`src/rtl/eco32f_wb_pkg.sv`:
```
// Shared Wishbone constants and arbiter state encodings for the eco32f bus fabric.
package eco32f_wb_pkg;

    localparam logic [2:0] CTI_CLASSIC = 3'b000;
    localparam logic [2:0] CTI_INCR    = 3'b010;
    localparam logic [2:0] CTI_EOB     = 3'b111;
    localparam logic [1:0] BTE_WRAP8   = 2'b10;

    typedef enum logic [1:0] {
        IDLE  = 2'd0,
        GNT_I = 2'd1,
        GNT_D = 2'd2
    } grant_e;

    typedef enum logic {
        MST_I = 1'b0,
        MST_D = 1'b1
    } master_e;

endpackage

```
`src/rtl/eco32f_wb_arbiter_if.sv`:
```
// Wishbone B3 request/response bundle; read data bypasses the arbiter, so dat is write data only.
interface eco32f_wb_arbiter_if;
    logic [31:0] adr;
    logic        stb;
    logic        cyc;
    logic [3:0]  sel;
    logic        we;
    logic [2:0]  cti;
    logic [1:0]  bte;
    logic [31:0] dat;
    logic        ack;
    logic        err;

    modport master (output adr, stb, cyc, sel, we, cti, bte, dat, input ack, err);
    modport slave  (input adr, stb, cyc, sel, we, cti, bte, dat, output ack, err);
endinterface

```
`src/rtl/eco32f_wb_watchdog.sv`:
```
// Stall counter: counts cycles of an outstanding strobe and pulses expired at TIMEOUT (0 disables).
module eco32f_wb_watchdog #(
    parameter int TIMEOUT = 255
) (
    input  logic clk,
    input  logic rst,
    input  logic run,
    input  logic clr,
    output logic expired
);
    localparam int W = (TIMEOUT > 0) ? $clog2(TIMEOUT + 1) : 1;

    logic [W-1:0] cnt_q;

    assign expired = (TIMEOUT != 0) && (cnt_q == W'(TIMEOUT));

    always_ff @(posedge clk) begin
        if (rst || clr || expired || !run || TIMEOUT == 0)
            cnt_q <= '0;
        else
            cnt_q <= cnt_q + 1'b1;
    end
endmodule

```
`src/rtl/eco32f_wb_arbiter.sv`:
```
// Fetch/LSU to external bus arbiter; grant is held for a whole cyc so wrap refills never interleave.
module eco32f_wb_arbiter
    import eco32f_wb_pkg::*;
#(
    parameter int TIMEOUT = 255
) (
    input  logic                        clk,
    input  logic                        rst,
    eco32f_wb_arbiter_if.slave          iwbm,
    eco32f_wb_arbiter_if.slave          dwbm,
    eco32f_wb_arbiter_if.master         wbs
);
    grant_e  grant_q, grant_d;
    master_e last_q, last_d;
    logic    stb_g;
    logic    tmo;

    always_ff @(posedge clk) begin
        if (rst) begin
            grant_q <= IDLE;
            last_q  <= MST_I;
        end else begin
            grant_q <= grant_d;
            last_q  <= last_d;
        end
    end

    always_comb begin
        grant_d = grant_q;
        last_d  = last_q;
        case (grant_q)
            IDLE: begin
                if (iwbm.cyc && dwbm.cyc)
                    grant_d = (last_q == MST_I) ? GNT_D : GNT_I;
                else if (iwbm.cyc)
                    grant_d = GNT_I;
                else if (dwbm.cyc)
                    grant_d = GNT_D;
            end
            GNT_I: if (!iwbm.cyc) grant_d = dwbm.cyc ? GNT_D : IDLE;
            GNT_D: if (!dwbm.cyc) grant_d = iwbm.cyc ? GNT_I : IDLE;
            default: grant_d = IDLE;
        endcase
        if (grant_d == GNT_I && grant_q != GNT_I) last_d = MST_I;
        if (grant_d == GNT_D && grant_q != GNT_D) last_d = MST_D;
    end

    // Fetch has no byte lanes or writes: present full-word reads to the slave.
    always_comb begin
        wbs.adr = '0;
        wbs.stb = 1'b0;
        wbs.cyc = 1'b0;
        wbs.sel = '0;
        wbs.we  = 1'b0;
        wbs.cti = '0;
        wbs.bte = '0;
        wbs.dat = '0;
        stb_g   = 1'b0;
        case (grant_q)
            GNT_I: begin
                wbs.adr = iwbm.adr;
                wbs.stb = iwbm.stb;
                wbs.cyc = iwbm.cyc;
                wbs.sel = 4'b1111;
                wbs.cti = iwbm.cti;
                wbs.bte = iwbm.bte;
                stb_g   = iwbm.stb;
            end
            GNT_D: begin
                wbs.adr = dwbm.adr;
                wbs.stb = dwbm.stb;
                wbs.cyc = dwbm.cyc;
                wbs.sel = dwbm.sel;
                wbs.we  = dwbm.we;
                wbs.cti = dwbm.cti;
                wbs.bte = dwbm.bte;
                wbs.dat = dwbm.dat;
                stb_g   = dwbm.stb;
            end
            default: ;
        endcase
        // Abandon the hung access on the bus in the cycle the synthetic err is returned.
        if (tmo) begin
            wbs.stb = 1'b0;
            wbs.cyc = 1'b0;
        end
    end

    eco32f_wb_watchdog #(.TIMEOUT(TIMEOUT)) u_wdog (
        .clk     (clk),
        .rst     (rst),
        .run     (stb_g && !wbs.ack && !wbs.err),
        .clr     (grant_d != grant_q),
        .expired (tmo)
    );

    assign iwbm.ack = wbs.ack && grant_q == GNT_I && iwbm.stb;
    assign iwbm.err = (wbs.err || tmo) && grant_q == GNT_I && iwbm.stb;
    assign dwbm.ack = wbs.ack && grant_q == GNT_D && dwbm.stb;
    assign dwbm.err = (wbs.err || tmo) && grant_q == GNT_D && dwbm.stb;
endmodule

```
`src/flat_wrapper.sv`:
```
// flat-port wrapper written by rule: the top's interface ports become plain ports
module eco32f_wb_arbiter_flat import eco32f_wb_pkg::*;
#(
    parameter int TIMEOUT = 255
)
  (clk, rst, iwbm_adr, iwbm_stb, iwbm_cyc, iwbm_sel, iwbm_we, iwbm_cti, iwbm_bte, iwbm_dat, iwbm_ack, iwbm_err, dwbm_adr, dwbm_stb, dwbm_cyc, dwbm_sel, dwbm_we, dwbm_cti, dwbm_bte, dwbm_dat, dwbm_ack, dwbm_err, wbs_adr, wbs_stb, wbs_cyc, wbs_sel, wbs_we, wbs_cti, wbs_bte, wbs_dat, wbs_ack, wbs_err);
  eco32f_wb_arbiter_if iwbm_i ();
  eco32f_wb_arbiter_if dwbm_i ();
  eco32f_wb_arbiter_if wbs_i ();
  input  logic clk;
  input  logic rst;
  input wire logic [$bits(iwbm_i.adr)-1:0] iwbm_adr;
  input wire logic [$bits(iwbm_i.stb)-1:0] iwbm_stb;
  input wire logic [$bits(iwbm_i.cyc)-1:0] iwbm_cyc;
  input wire logic [$bits(iwbm_i.sel)-1:0] iwbm_sel;
  input wire logic [$bits(iwbm_i.we)-1:0] iwbm_we;
  input wire logic [$bits(iwbm_i.cti)-1:0] iwbm_cti;
  input wire logic [$bits(iwbm_i.bte)-1:0] iwbm_bte;
  input wire logic [$bits(iwbm_i.dat)-1:0] iwbm_dat;
  output wire logic [$bits(iwbm_i.ack)-1:0] iwbm_ack;
  output wire logic [$bits(iwbm_i.err)-1:0] iwbm_err;
  input wire logic [$bits(dwbm_i.adr)-1:0] dwbm_adr;
  input wire logic [$bits(dwbm_i.stb)-1:0] dwbm_stb;
  input wire logic [$bits(dwbm_i.cyc)-1:0] dwbm_cyc;
  input wire logic [$bits(dwbm_i.sel)-1:0] dwbm_sel;
  input wire logic [$bits(dwbm_i.we)-1:0] dwbm_we;
  input wire logic [$bits(dwbm_i.cti)-1:0] dwbm_cti;
  input wire logic [$bits(dwbm_i.bte)-1:0] dwbm_bte;
  input wire logic [$bits(dwbm_i.dat)-1:0] dwbm_dat;
  output wire logic [$bits(dwbm_i.ack)-1:0] dwbm_ack;
  output wire logic [$bits(dwbm_i.err)-1:0] dwbm_err;
  output wire logic [$bits(wbs_i.adr)-1:0] wbs_adr;
  output wire logic [$bits(wbs_i.stb)-1:0] wbs_stb;
  output wire logic [$bits(wbs_i.cyc)-1:0] wbs_cyc;
  output wire logic [$bits(wbs_i.sel)-1:0] wbs_sel;
  output wire logic [$bits(wbs_i.we)-1:0] wbs_we;
  output wire logic [$bits(wbs_i.cti)-1:0] wbs_cti;
  output wire logic [$bits(wbs_i.bte)-1:0] wbs_bte;
  output wire logic [$bits(wbs_i.dat)-1:0] wbs_dat;
  input wire logic [$bits(wbs_i.ack)-1:0] wbs_ack;
  input wire logic [$bits(wbs_i.err)-1:0] wbs_err;
  assign iwbm_i.adr = iwbm_adr;
  assign iwbm_i.stb = iwbm_stb;
  assign iwbm_i.cyc = iwbm_cyc;
  assign iwbm_i.sel = iwbm_sel;
  assign iwbm_i.we = iwbm_we;
  assign iwbm_i.cti = iwbm_cti;
  assign iwbm_i.bte = iwbm_bte;
  assign iwbm_i.dat = iwbm_dat;
  assign iwbm_ack = iwbm_i.ack;
  assign iwbm_err = iwbm_i.err;
  assign dwbm_i.adr = dwbm_adr;
  assign dwbm_i.stb = dwbm_stb;
  assign dwbm_i.cyc = dwbm_cyc;
  assign dwbm_i.sel = dwbm_sel;
  assign dwbm_i.we = dwbm_we;
  assign dwbm_i.cti = dwbm_cti;
  assign dwbm_i.bte = dwbm_bte;
  assign dwbm_i.dat = dwbm_dat;
  assign dwbm_ack = dwbm_i.ack;
  assign dwbm_err = dwbm_i.err;
  assign wbs_adr = wbs_i.adr;
  assign wbs_stb = wbs_i.stb;
  assign wbs_cyc = wbs_i.cyc;
  assign wbs_sel = wbs_i.sel;
  assign wbs_we = wbs_i.we;
  assign wbs_cti = wbs_i.cti;
  assign wbs_bte = wbs_i.bte;
  assign wbs_dat = wbs_i.dat;
  assign wbs_i.ack = wbs_ack;
  assign wbs_i.err = wbs_err;
  eco32f_wb_arbiter #(.TIMEOUT(TIMEOUT)) u_core (.clk(clk), .rst(rst), .iwbm(iwbm_i), .dwbm(dwbm_i), .wbs(wbs_i));
endmodule
```
`config.mk`:
```
export PLATFORM = sky130hd
export DESIGN_NAME = eco32f_wb_arbiter_flat
export DESIGN_NICKNAME = d
export VERILOG_FILES = /design/src/rtl/eco32f_wb_pkg.sv /design/src/rtl/eco32f_wb_arbiter_if.sv /design/src/rtl/eco32f_wb_watchdog.sv /design/src/rtl/eco32f_wb_arbiter.sv /design/src/flat_wrapper.sv
export SDC_FILE = /design/constraint.sdc
export NUM_CORES = 1
export LEC_CHECK = 0
export CAP_MARGIN = 0
export CORE_AREA = 2 2 92 94
export DETAILED_ROUTE_END_ITERATION = 12
export DIE_AREA = 0 0 94 96
export GPL_ROUTABILITY_DRIVEN = 0
export PLACE_DENSITY = 0.74
export RECOVER_POWER = 25
export SKIP_LAST_GASP = 1
export SYNTH_ARGS = -nofsm -noshare
export SYNTH_HDL_FRONTEND = slang
export SYNTH_HIERARCHICAL = 1
export SYNTH_SLANG_ARGS = --single-unit
```
`constraint.sdc`:
```
create_clock -name clk -period 5.6 [get_ports clk]
set_clock_uncertainty 0.15 [all_clocks]
set_input_delay 0.84 -clock clk [delete_from_list [all_inputs] [get_ports clk]]
set_output_delay 0.84 -clock clk [all_outputs]
set_load 0.02 [all_outputs]
```
==> impl_results.md <==
- H-tree Lvls: 1
- Average cell area after synthesis: 6.97 um2
- Initial standard-cell utilization of the core: 0.193
- Routed len/inst: 14.6 um
- Clock-pin transition on the worst setup and hold timing paths: 0.05 ns
- Setup crit start kind: flip-flop
- Maximum clock frequency: 235 MHz
- Number of vias after detailed routing: 2,265
- Clock share of power: 0.120
- Maximum count of clock buffers along a single path: 2
- Commonest non-fill, non-tap cell in the layout: sky130_fd_sc_hd__clkdlybuf4s50_1
- Worst Path Arrival: 3.26 ns
- Clock network latency to the later pin of the worst-skew pair: 0.24 ns
- Chip width: 94 um
- Antenna violations before repair: 0
- Yosys cell types: 34
- Class of the tightest hold or removal check: reg2reg
- Crit. End Element: output port
- Static leakage: 0.00123 uW
- Sink of the worst hold path: u_core/u_wdog/cnt_q[0]
- Clock root cell: sky130_fd_sc_hd__clkbuf_8
- Switching part of the total: 0.416
- NumNets Final: 571
- Internal: 399 uW
- Area fraction of the dominant cell type after synthesis: 0.188
- Failing checks: capacitance limit, slew limit
- Mapped cell area: 0.00156 mm2
- Transition time at the pin with the least slew margin: 1.78 ns
- Sequential fraction of the synthesis area: 0.142
- Final worst-path cycle share: 0.759
- Combinational share of power: 0.748
- Post-CTS Setup Bufs: 0
- Post-cts resize count: 0
- Synth Warn #: 6
- Total global-route track usage: 0.152
- IO Count: 236
- Post-Route Setup TNS: 0 ns
- Startpoint of the most critical hold path: u_core/u_wdog/cnt_q[0]
- Post-CTS Hold Buffers: 0
- Via count of the first global-routing pass: 2,140
- Maximum number of pins on one net before global-route repair: 48
- Top library cells by usage in the layout, fill and taps aside: sky130_fd_sc_hd__clkdlybuf4s50_1, sky130_fd_sc_hd__nor2b_1, sky130_fd_sc_hd__a22oi_1
- Endpoint required time on the critical path: 4.61 ns
- Number of instances in the synthesized netlist: 223
- Residual DRC count: 0
- Remaining max-slew budget at the tightest pin: -0.186
- Number of buffers inserted during clock tree synthesis: 3
- FF+latch count, synth: 11
- Wire length of the first global-routing pass: 10,800 um
- Least setup slack across all paths after layout: 1.35 ns
- CP Max Fanout: 47
- Maximum VDD drop: 0.0000798 V
- Clock tree from TritonCTS: yes
- Cell depth of the worst flop-to-flop path: 10
- Total count of max-transition violations in the final report: 48
- Die Height: 96 um
- Pre-CTS setup slack: 2.05 ns
- Sw Pwr: 284 uW
- Half-perimeter wire length after placement: 5970 um
- Number of cells on the worst hold path: 1
- Area of the placeable core: 0.00805 mm2
- Max_cap viols: 1
- Total power per unit cell area: 188 mW/mm2
- Number of cell rows: 33
- Global route overflow: 0
- Outcome: finished with violations
- Hold Vio Cnt, Final: 0
- Layout-stage area growth over the synthesis result: 133%
- Clock period minus worst slack: 4.25 ns
- Vias/cell: 4.42
- Total inserted antenna cells: 0
- Worst setup path class: reg2out
- Number of clock sinks: 11
- 1st-pass router iterations: 4
- Unrepaired setup endpoints after global routing: false
- Total routed wirelength: 7490 um
- Layout cells sized above 1: 0.0172
- DIE AREA: 0.00902 mm2
- Number of nets with antenna violations after routing: 0
- Flop pwr share: 0.132
- Worst R2R Start: u_core/grant_q[1]
- Leading area contributor after synthesis: sky130_fd_sc_hd__a22oi_1
- Number of nets in the synthesized netlist: 385
- Number of setup violations in the final report: 0
- Crit Reg-Reg Endpoint: u_core/u_wdog/cnt_q[5]
- FF-to-FF setup slack: 1.73 ns
- Cell types with the largest area share after synthesis: sky130_fd_sc_hd__a22oi_1, sky130_fd_sc_hd__nor2b_1, sky130_fd_sc_hd__dfxtp_1
- Buffers on Ports: 198
- DRT iter0 DRCs: 51
Yosys cell counts:
cell and n:
sky130_fd_sc_hd__nand2_2 1, sky130_fd_sc_hd__xnor2_1 4, sky130_fd_sc_hd__or3b_1 1, sky130_fd_sc_hd__nand2_1 9, sky130_fd_sc_hd__and2_1 35, sky130_fd_sc_hd__a22oi_1 39, sky130_fd_sc_hd__nand4_1 3, sky130_fd_sc_hd__ha_1 6
sky130_fd_sc_hd__o21bai_1 2, sky130_fd_sc_hd__nor3_1 1, sky130_fd_sc_hd__o21ai_1 3, sky130_fd_sc_hd__a31oi_1 1, sky130_fd_sc_hd__nor2_1 14, sky130_fd_sc_hd__nand2b_1 2, sky130_fd_sc_hd__buf_1 3, sky130_fd_sc_hd__nor2b_1 42
sky130_fd_sc_hd__nand4b_1 1, sky130_fd_sc_hd__o211ai_1 1, sky130_fd_sc_hd__nand3_1 3, sky130_fd_sc_hd__a21oi_1 8, sky130_fd_sc_hd__buf_6 1, sky130_fd_sc_hd__and3_1 2, sky130_fd_sc_hd__nor4b_1 1, sky130_fd_sc_hd__nand3_2 1
sky130_fd_sc_hd__dfxtp_1 11, sky130_fd_sc_hd__inv_1 6, sky130_fd_sc_hd__o311ai_1 1, sky130_fd_sc_hd__a31oi_4 1, sky130_fd_sc_hd__buf_2 2, sky130_fd_sc_hd__o21ai_0 2, sky130_fd_sc_hd__o21ba_2 1, sky130_fd_sc_hd__or3_1 2
sky130_fd_sc_hd__clkbuf_1 12, sky130_fd_sc_hd__mux2_1 1
metal layers:
layer	vias up	wire, um	global-route usage
met5	-	0	0
met4	0	38	0.0290
met3	4	666	0.0564
met2	89	3660	0.257
met1	1026	3130	0.186
li1	1146	-	-
kinds of logic (layout without fill, tap and decap cells):
kind of cell    after synthesis  in the layout  synth area share
flops                        11             11             0.142
fa+ha+maj                     6              6            0.0483
compound gates               59             59             0.274
buf+inv                      24            209            0.0644
mux                           1              1           0.00724
xor+xnor                      4              4            0.0225
simple gates                118            118             0.442
registers in the layout (all words and copies together), names as in the netlist:
register             flops
u_core/u_wdog/cnt_q      8
u_core/grant_q           2
u_core/last_q            1
how the worst max path moves through the flow:
| stage | start | end | slack [ns] | cells after the start |
|---|---|---|---|---|
| floorplan | u_core/grant_q[0] | wbs_adr[0] | 3.04 | 6 |
| global placement | u_core/grant_q[0] | wbs_adr[6] | 2.06 | 4 |
| detailed placement | u_core/grant_q[1] | wbs_adr[6] | 2.05 | 4 |
| CTS | u_core/grant_q[1] | wbs_adr[6] | 1.77 | 4 |
| global route | u_core/grant_q[1] | wbs_cyc | 1.05 | 5 |
| finish | u_core/grant_q[1] | wbs_cyc | 1.35 | 5 |
final cells by class:
type                       count  area [um2]
inverter                       6        22.5
tap                          105         131
clock buffer                   4        45.0
sequential                    11         220
fill                         803        4420
multi-input combinational    188        1220
timing repair buffer         199        1990
power by group through the flow:
stage          clock network (uW)  logic (uW)  registers, uW
2_1_floorplan                   0         278           89.8
3_3_place_gp                    0         516           91.6
3_5_place_dp                    0         519           91.7
4_1_cts                      84.3         523           90.0
5_1_grt                      88.8         550           91.0
6_report                     82.0         512           90.2
worst max-delay path, cell delays in order (launching register included):
cell and delay (ns):
sky130_fd_sc_hd__dfxtp_1 0.39, sky130_fd_sc_hd__inv_1 0.11, sky130_fd_sc_hd__ha_1 1.35, sky130_fd_sc_hd__a22oi_1 0.36, sky130_fd_sc_hd__nor2_1 0.19, sky130_fd_sc_hd__clkdlybuf4s50_1 0.61
metrics by stage:
step | total power [uW] | instances | instance area, um2 | hold slack, ns | utilization
finish | 684 | 513 | 3630 | 0.332 | 0.451
global route | 730 | 513 | 3630 | 0.348 | 0.451
CTS | 697 | 513 | 3650 | 0.333 | 0.453
detailed placement | 611 | 509 | 3600 | 0.323 | 0.447
global placement | 608 | 509 | 3600 | 0.306 | 0.447
floorplan | 368 | 223 | 1560 | 0.291 | -
Power figures use the tool's default switching activity.
